## config.mk

```make
export PLATFORM = sky130hd
export DESIGN_NAME = prf32_wb_arbiter
export DESIGN_NICKNAME = d
export VERILOG_FILES = /design/src/rtl/prf_wb_pkg.sv /design/src/rtl/prf_rr_arbiter.sv /design/src/rtl/prf32_wb_arbiter.sv
export SDC_FILE = /design/constraint.sdc
export NUM_CORES = 1
export LEC_CHECK = 0
export CAP_MARGIN = 5
export CORE_UTILIZATION = 35
export CTS_BUF_LIST = sky130_fd_sc_hd__clkbuf_2
export CTS_CLUSTER_DIAMETER = 50
export DETAILED_ROUTE_END_ITERATION = 16
export GPL_ROUTABILITY_DRIVEN = 0
export PLACE_DENSITY = 0.74
export SETUP_SLACK_MARGIN = 0.3
export SLEW_MARGIN = 30
export SYNTH_ARGS = -nofsm -noshare
export SYNTH_HDL_FRONTEND = slang
export SYNTH_HIERARCHICAL = 1
export SYNTH_SLANG_ARGS = --single-unit
export TNS_END_PERCENT = 50
```

## constraint.sdc

```tcl
create_clock -name CLK -period 3.6 [get_ports CLK]
set_input_delay 0.36 -clock CLK [delete_from_list [all_inputs] [get_ports CLK]]
set_output_delay 0.36 -clock CLK [all_outputs]
set_load 0.05 [all_outputs]
```

## src/rtl/prf_wb_pkg.sv

```systemverilog
// Shared types and helpers for the register-file writeback arbiter:
// address width, byte-enable to bit-mask mapping and the staged-write record.
package prf_wb_pkg;

  localparam int          ADDR_MAX_W = 16;
  localparam logic [31:0] BWC_NONE   = 32'hFFFF_FFFF;

  typedef struct packed {
    logic                  v;
    logic [ADDR_MAX_W-1:0] addr;
    logic [31:0]           data;
    logic [3:0]            be;
  } stage_t;

  function automatic int aw_of(input int depth);
    return $clog2(depth);
  endfunction

  // Active-high byte enables to an active-low per-bit write mask.
  function automatic logic [31:0] be_to_bwc(input logic [3:0] be);
    logic [31:0] m;
    m = 32'h0000_0000;
    for (int k = 0; k < 4; k++) begin
      m[8*k +: 8] = {8{~be[k]}};
    end
    return m;
  endfunction

endpackage

```

## src/rtl/prf_rr_arbiter.sv

```systemverilog
// Round-robin arbiter: combinational one-hot grant searched from r_ptr,
// r_ptr moves to the slot after the winner whenever a grant is taken.
module prf_rr_arbiter
  import prf_wb_pkg::*;
#(
  parameter  int NUM_REQ = 3,
  localparam int IW      = aw_of(NUM_REQ)
) (
  input  logic               i_clk,
  input  logic               i_rst,
  input  logic [NUM_REQ-1:0] i_req,
  input  logic               i_adv,
  output logic [NUM_REQ-1:0] o_grant,
  output logic [IW-1:0]      o_grant_idx
);

  logic [IW-1:0]      r_ptr;
  logic               w_found;
  logic [NUM_REQ-1:0] w_grant;
  logic [IW-1:0]      w_idx;

  function automatic int wrap(input int s);
    return (s >= NUM_REQ) ? (s - NUM_REQ) : s;
  endfunction

  always_comb begin
    w_found = 1'b0;
    w_grant = '0;
    w_idx   = '0;
    for (int k = 0; k < NUM_REQ; k++) begin
      for (int i = 0; i < NUM_REQ; i++) begin
        if (!w_found && i_req[i] && (i == wrap(int'(r_ptr) + k))) begin
          w_found    = 1'b1;
          w_grant[i] = 1'b1;
          w_idx      = IW'(i);
        end else begin
          w_found = w_found;
        end
      end
    end
  end

  always_ff @(posedge i_clk) begin
    if (i_rst) begin
      r_ptr <= '0;
    end else if (i_adv && w_found) begin
      r_ptr <= (w_idx == IW'(NUM_REQ - 1)) ? '0 : (w_idx + IW'(1));
    end else begin
      r_ptr <= r_ptr;
    end
  end

  assign o_grant     = w_grant;
  assign o_grant_idx = w_idx;

endmodule

```

## src/rtl/prf32_wb_arbiter.sv

```systemverilog
// Writeback arbiter: picks one requester per cycle, stages it for one cycle and
// drives the register file's active-low write port plus a forwarding view.
module prf32_wb_arbiter
  import prf_wb_pkg::*;
#(
  parameter  int NUM_REQ    = 3,
  parameter  int WORD_COUNT = 32,
  parameter  bit ZERO_REG   = 1'b1,
  localparam int AW         = aw_of(WORD_COUNT),
  localparam int IW         = aw_of(NUM_REQ)
) (
  input  logic                  CLK,
  input  logic                  RESET,
  input  logic [NUM_REQ-1:0]    REQ_VALID,
  output logic [NUM_REQ-1:0]    REQ_READY,
  input  logic [NUM_REQ*AW-1:0] REQ_ADDR,
  input  logic [NUM_REQ*32-1:0] REQ_DATA,
  input  logic [NUM_REQ*4-1:0]  REQ_BE,
  output logic                  WEC,
  output logic [31:0]           BWC,
  output logic [31:0]           DC,
  output logic [AW-1:0]         AC,
  output logic                  FWD_VALID,
  output logic [AW-1:0]         FWD_ADDR,
  output logic [31:0]           FWD_DATA,
  output logic [3:0]            FWD_BE
);

  logic [NUM_REQ-1:0] w_req;
  logic [NUM_REQ-1:0] w_grant;
  logic [IW-1:0]      w_grant_idx;
  logic               w_xfer;
  logic               w_keep;
  logic [AW-1:0]      w_addr;
  logic [31:0]        w_data;
  logic [3:0]         w_be;

  stage_t             r_stage;
  logic               r_wec;
  logic [31:0]        r_bwc;
  logic [AW-1:0]      r_ac;
  logic [31:0]        r_dc;

  assign w_req = REQ_VALID & {NUM_REQ{~RESET}};

  prf_rr_arbiter #(.NUM_REQ(NUM_REQ)) u_arb (
    .i_clk       (CLK),
    .i_rst       (RESET),
    .i_req       (w_req),
    .i_adv       (~RESET),
    .o_grant     (w_grant),
    .o_grant_idx (w_grant_idx)
  );

  always_comb begin
    w_addr = '0;
    w_data = 32'h0000_0000;
    w_be   = 4'b0000;
    for (int i = 0; i < NUM_REQ; i++) begin
      if (w_grant_idx == IW'(i)) begin
        w_addr = REQ_ADDR[i*AW +: AW];
        w_data = REQ_DATA[i*32 +: 32];
        w_be   = REQ_BE[i*4 +: 4];
      end else begin
        w_addr = w_addr;
      end
    end
  end

  // Empty byte enables and writes to a hardwired zero register are accepted but never staged.
  assign w_xfer = |w_grant;
  assign w_keep = w_xfer & (w_be != 4'b0000) & ~(ZERO_REG & (w_addr == '0));

  always_ff @(posedge CLK) begin
    if (RESET) begin
      r_stage <= '0;
      r_wec   <= 1'b1;
      r_bwc   <= BWC_NONE;
      r_ac    <= '0;
      r_dc    <= 32'h0000_0000;
    end else begin
      r_stage.v <= w_keep;
      if (w_xfer) begin
        r_stage.addr <= ADDR_MAX_W'(w_addr);
        r_stage.data <= w_data;
        r_stage.be   <= w_be;
      end
      if (w_keep) begin
        r_wec <= 1'b0;
        r_bwc <= be_to_bwc(w_be);
        r_ac  <= w_addr;
        r_dc  <= w_data;
      end else begin
        r_wec <= 1'b1;
        r_bwc <= BWC_NONE;
      end
    end
  end

  // RESET masks the port at once so a write staged before the reset edge never lands.
  assign REQ_READY = w_grant;
  assign WEC       = r_wec | RESET;
  assign BWC       = r_bwc | {32{RESET}};
  assign AC        = r_ac;
  assign DC        = r_dc;
  assign FWD_VALID = r_stage.v & ~RESET;
  assign FWD_ADDR  = AW'(r_stage.addr);
  assign FWD_DATA  = r_stage.data;
  assign FWD_BE    = r_stage.be;

endmodule

```

==> results.ini <==
[run_status]
run_status = finished, final reports clean

[worst_setup_path]
worst-endpoint-arrival_ns = 3.60
critical_path.most_common_cell = sky130_fd_sc_hd__buf_4
critical_path_buf_inv_count = 4
critical_path_class = reg -> reg
cell_by_cell_listing_of_the_critical_path = inv_1 -> ha_1 -> nor2_1 -> o32ai_4 -> buf_12 -> nor2b_4 -> o2bb2ai_1 -> nor4_4 -> a211o_2 -> buf_4 -> buf_4 -> a211oi_1
worstPathRequired_ns = 4.06
worst_path_dominant_cell_family = compound AO/OA/AOI/OAI gates
startpoint_type = flip-flop
slowest_delay_ns = 0.40
critical_path.slowest_cell = sky130_fd_sc_hd__dfxtp_1
critical_path.max_fanout = 14
crit_path_end_kind = flip-flop

[timing]
relSlewSlack_pct = 49.8
slew_at_the_pin_closest_to_its_max_slew_limit_ns = 0.753
setup_tns_ns = 0
clock-skew-final_ns = 0.0352
final.hold.worst_slack_ns = 0.379
final_period_minus_worst_setup_slack_ns = 3.14
fin_ws_ns = 0.462
setup_viol_count_final = 0
finalCritPeriodShare_pct = 87.2
timing_hold_violations_final = 0
grt_setup_unrepaired = no
drv_slew = 0
max_freq_ghz = 0.319

[power_and_ir_drop]
ir_drop_uv = 245
combinationalPowerShare_pct = 50.9
p_leak_nw = 2.70
share_seq_of_total_power_pct = 34.6
pwr-share-clk_pct = 14.5
sw_frac_of_total_pct = 44.0
power_density_nw_per_um2 = 473
power.internal_mw = 1.91
p_sw_mw = 1.50
p_total_mw = 3.40

[synthesis]
async_reset_ff_share_pct = 0
synth_enable_flop_cells = 0
postSynthNetCount = 700
warnings_synthesis = 6
dominantRegCellSynth = sky130_fd_sc_hd__dfxtp_1
avgSynthCellArea_um2 = 8.60
share_of_the_yosys_chip_area_belonging_to_registers_pct = 35.1
synthTopCellsByArea = sky130_fd_sc_hd__dfxtp_1, sky130_fd_sc_hd__buf_4, sky130_fd_sc_hd__nor2_1
number_of_unique_standard_cell_types_used_by_synthesis = 42
yosys_register_bits = 86
syn_inst = 570
top_cell_type_s_share_of_synthesized_area_pct = 35.1
post-synth-top-area-cell = sky130_fd_sc_hd__dfxtp_1
synthesis.area_um2 = 4900

[layout]
area_growth_syn_to_layout_pct = 46.8
finish.net_count = 861
layout_cells_sized_above_1_pct = 9.78
postLayoutCellArea_um2 = 7200
layout.core_utilization_pct = 53.5
stdcell_count = 913

[die]
dieWidth_um = 120
std_cell_rows = 42
top_level_ports = 243
initial_core_util_pct = 36.4
design.core.area_um2 = 13500
chipHeight_um = 120
die_area_um2 = 14500

[place]
placed_standard_cell_area_um2 = 7070
numPlacedInstances = 894
place_ws_ns = 0.115
portBuffers = 242
post-dp-hpwl_um = 12300

[grt]
grt_use_total_pct = 22.5
grt_pass1_wl_um = 25300
globalRouteOverflowTotal = 0
initial_antenna_violation_count = 2
grt_start_max_net_pins = 100
grt_pass1_vias = 4738

[clock_network]
clk_transition_reported_paths_ns = 0.25
post_cts_resized = 0
cts_root_buf = sky130_fd_sc_hd__clkbuf_2
cts_tree = done
cts-buffers-inserted = 9
clock_path_buffers = 2
number_of_setup_buffers_added_after_cts = 0
htree_num_levels = 3
clock_sinks = 86
source_to_sink_clock_delay_at_the_later_pin_of_the_worst_skew_pair_ns = 0.56
ctsHoldBuffers = 0

[drt]
route.detailed.wl_per_inst_um = 18.0
detail_route.vias_per_cell = 5.26
drcViolationCount = 0
dr_total_vias = 4802
drt_pre_antenna_iters = 4
drt-total-wl_um = 16500
dr.first_iter.drc_count = 249
drtAntennaViolNets = 0

[job]
maxCapViolCount = 0

[min_path]
hold_class = in -> reg

[flip-flops by register name, summed over array words and instances (netlist names)]
name,count
AC,5
DC,32
FWD_ADDR,5
FWD_BE,4
FWD_DATA,32
r_bwc,4
r_stage,1
r_wec,1
u_arb/r_ptr,2
[worst register-to-register path, stage by stage, from the launching register on]
cell and delay [ns]:
sky130_fd_sc_hd__dfxtp_1 0.40, sky130_fd_sc_hd__inv_1 0.06, sky130_fd_sc_hd__ha_1 0.36, sky130_fd_sc_hd__nor2_1 0.27, sky130_fd_sc_hd__o32ai_4 0.14, sky130_fd_sc_hd__buf_12 0.17
sky130_fd_sc_hd__nor2b_4 0.31, sky130_fd_sc_hd__o2bb2ai_1 0.28, sky130_fd_sc_hd__nor4_4 0.10, sky130_fd_sc_hd__a211o_2 0.35, sky130_fd_sc_hd__buf_4 0.21, sky130_fd_sc_hd__buf_4 0.15
sky130_fd_sc_hd__a211oi_1 0.23
[final timing paths]
| path | startpoint | endpoint | slack, ns | cells past startpoint |
|---|---|---|---|---|
| setup / recovery | u_arb/r_ptr[0] | DC[0] | 0.46 | 12 |
| hold / removal | RESET | u_arb/r_ptr[1] | 0.38 | 3 |
| setup reg to reg | u_arb/r_ptr[0] | DC[0] | 0.46 | 12 |
| hold reg to reg | FWD_ADDR[1] | FWD_ADDR[1] | 0.47 | 2 |
[cell families after synthesis]
| group | share of synthesized area, % |
|---|---|
| buf+inv | 17.2 |
| mux | 13.1 |
| compound gates | 19.5 |
| flops | 35.1 |
| fa+ha+maj | 0.510 |
| simple gates | 14.6 |
[cells in the mapped netlist, types with 2 or more instances]
cell type	instances
sky130_fd_sc_hd__mux2_4	6
sky130_fd_sc_hd__dfxtp_1	86
sky130_fd_sc_hd__buf_1	2
sky130_fd_sc_hd__nor2b_1	18
sky130_fd_sc_hd__clkbuf_1	36
sky130_fd_sc_hd__o41ai_1	19
sky130_fd_sc_hd__o32ai_1	2
sky130_fd_sc_hd__a31o_1	2
sky130_fd_sc_hd__inv_1	22
sky130_fd_sc_hd__nor4_2	2
sky130_fd_sc_hd__o2111a_1	2
sky130_fd_sc_hd__or2_2	5
sky130_fd_sc_hd__nor3_1	26
sky130_fd_sc_hd__o31ai_1	2
sky130_fd_sc_hd__o2bb2ai_1	6
sky130_fd_sc_hd__a211oi_1	34
sky130_fd_sc_hd__buf_4	73
sky130_fd_sc_hd__buf_6	4
sky130_fd_sc_hd__nor4_1	2
sky130_fd_sc_hd__nand2_1	13
sky130_fd_sc_hd__nor2_1	77
sky130_fd_sc_hd__a221oi_1	19
sky130_fd_sc_hd__mux2_2	2
sky130_fd_sc_hd__mux2i_1	26
sky130_fd_sc_hd__mux2_1	24
sky130_fd_sc_hd__buf_2	3
sky130_fd_sc_hd__ha_1	2
sky130_fd_sc_hd__o2bb2ai_2	2
sky130_fd_sc_hd__a21oi_1	36
sky130_fd_sc_hd__nand3_1	5
[layout make-up]
type | instances | area [um^2]
Fill cell | 1258 | 6260
Timing Repair Buffer | 268 | 2640
Multi-Input combinational cell | 342 | 2410
Sequential cell | 86 | 1720
Tap cell | 176 | 220
Inverter | 24 | 90.1
Clock buffer | 11 | 55.1
Clock inverter | 5 | 50.0
Antenna cell | 1 | 2.50
[power by group through the flow]
stage | sequential [mW] | clock, mW | combinational, mW
2_1_floorplan | 1.41 | 0 | 0.983
3_3_place_gp | 1.19 | 0 | 1.70
3_5_place_dp | 1.20 | 0 | 1.73
4_1_cts | 1.18 | 0.506 | 1.74
5_1_grt | 1.20 | 0.555 | 1.82
6_report | 1.18 | 0.493 | 1.73
[cells in the final DEF, fill, tap and decap left out, drive strengths merged, types with 13 or more instances in the layout]
cell           instances
clkdlybuf4s50        241
dfxtp                 86
nor2                  77
a21oi                 36
a211oi                34
mux2                  32
buf                   27
mux2i                 26
nor3                  26
inv                   23
a221oi                19
o41ai                 19
nor2b                 18
nand2                 13
[routing by layer]
metal  routed length (um)  up-vias  GRT usage [%]
met5                   11        -              0
met4                  509        2           9.10
met3                 1170       32           5.19
met2                 8220      219           39.4
met1                 6550     2279           26.4
li1                     -     2270              -
No activity file was read; power rests on OpenSTA's default activity.
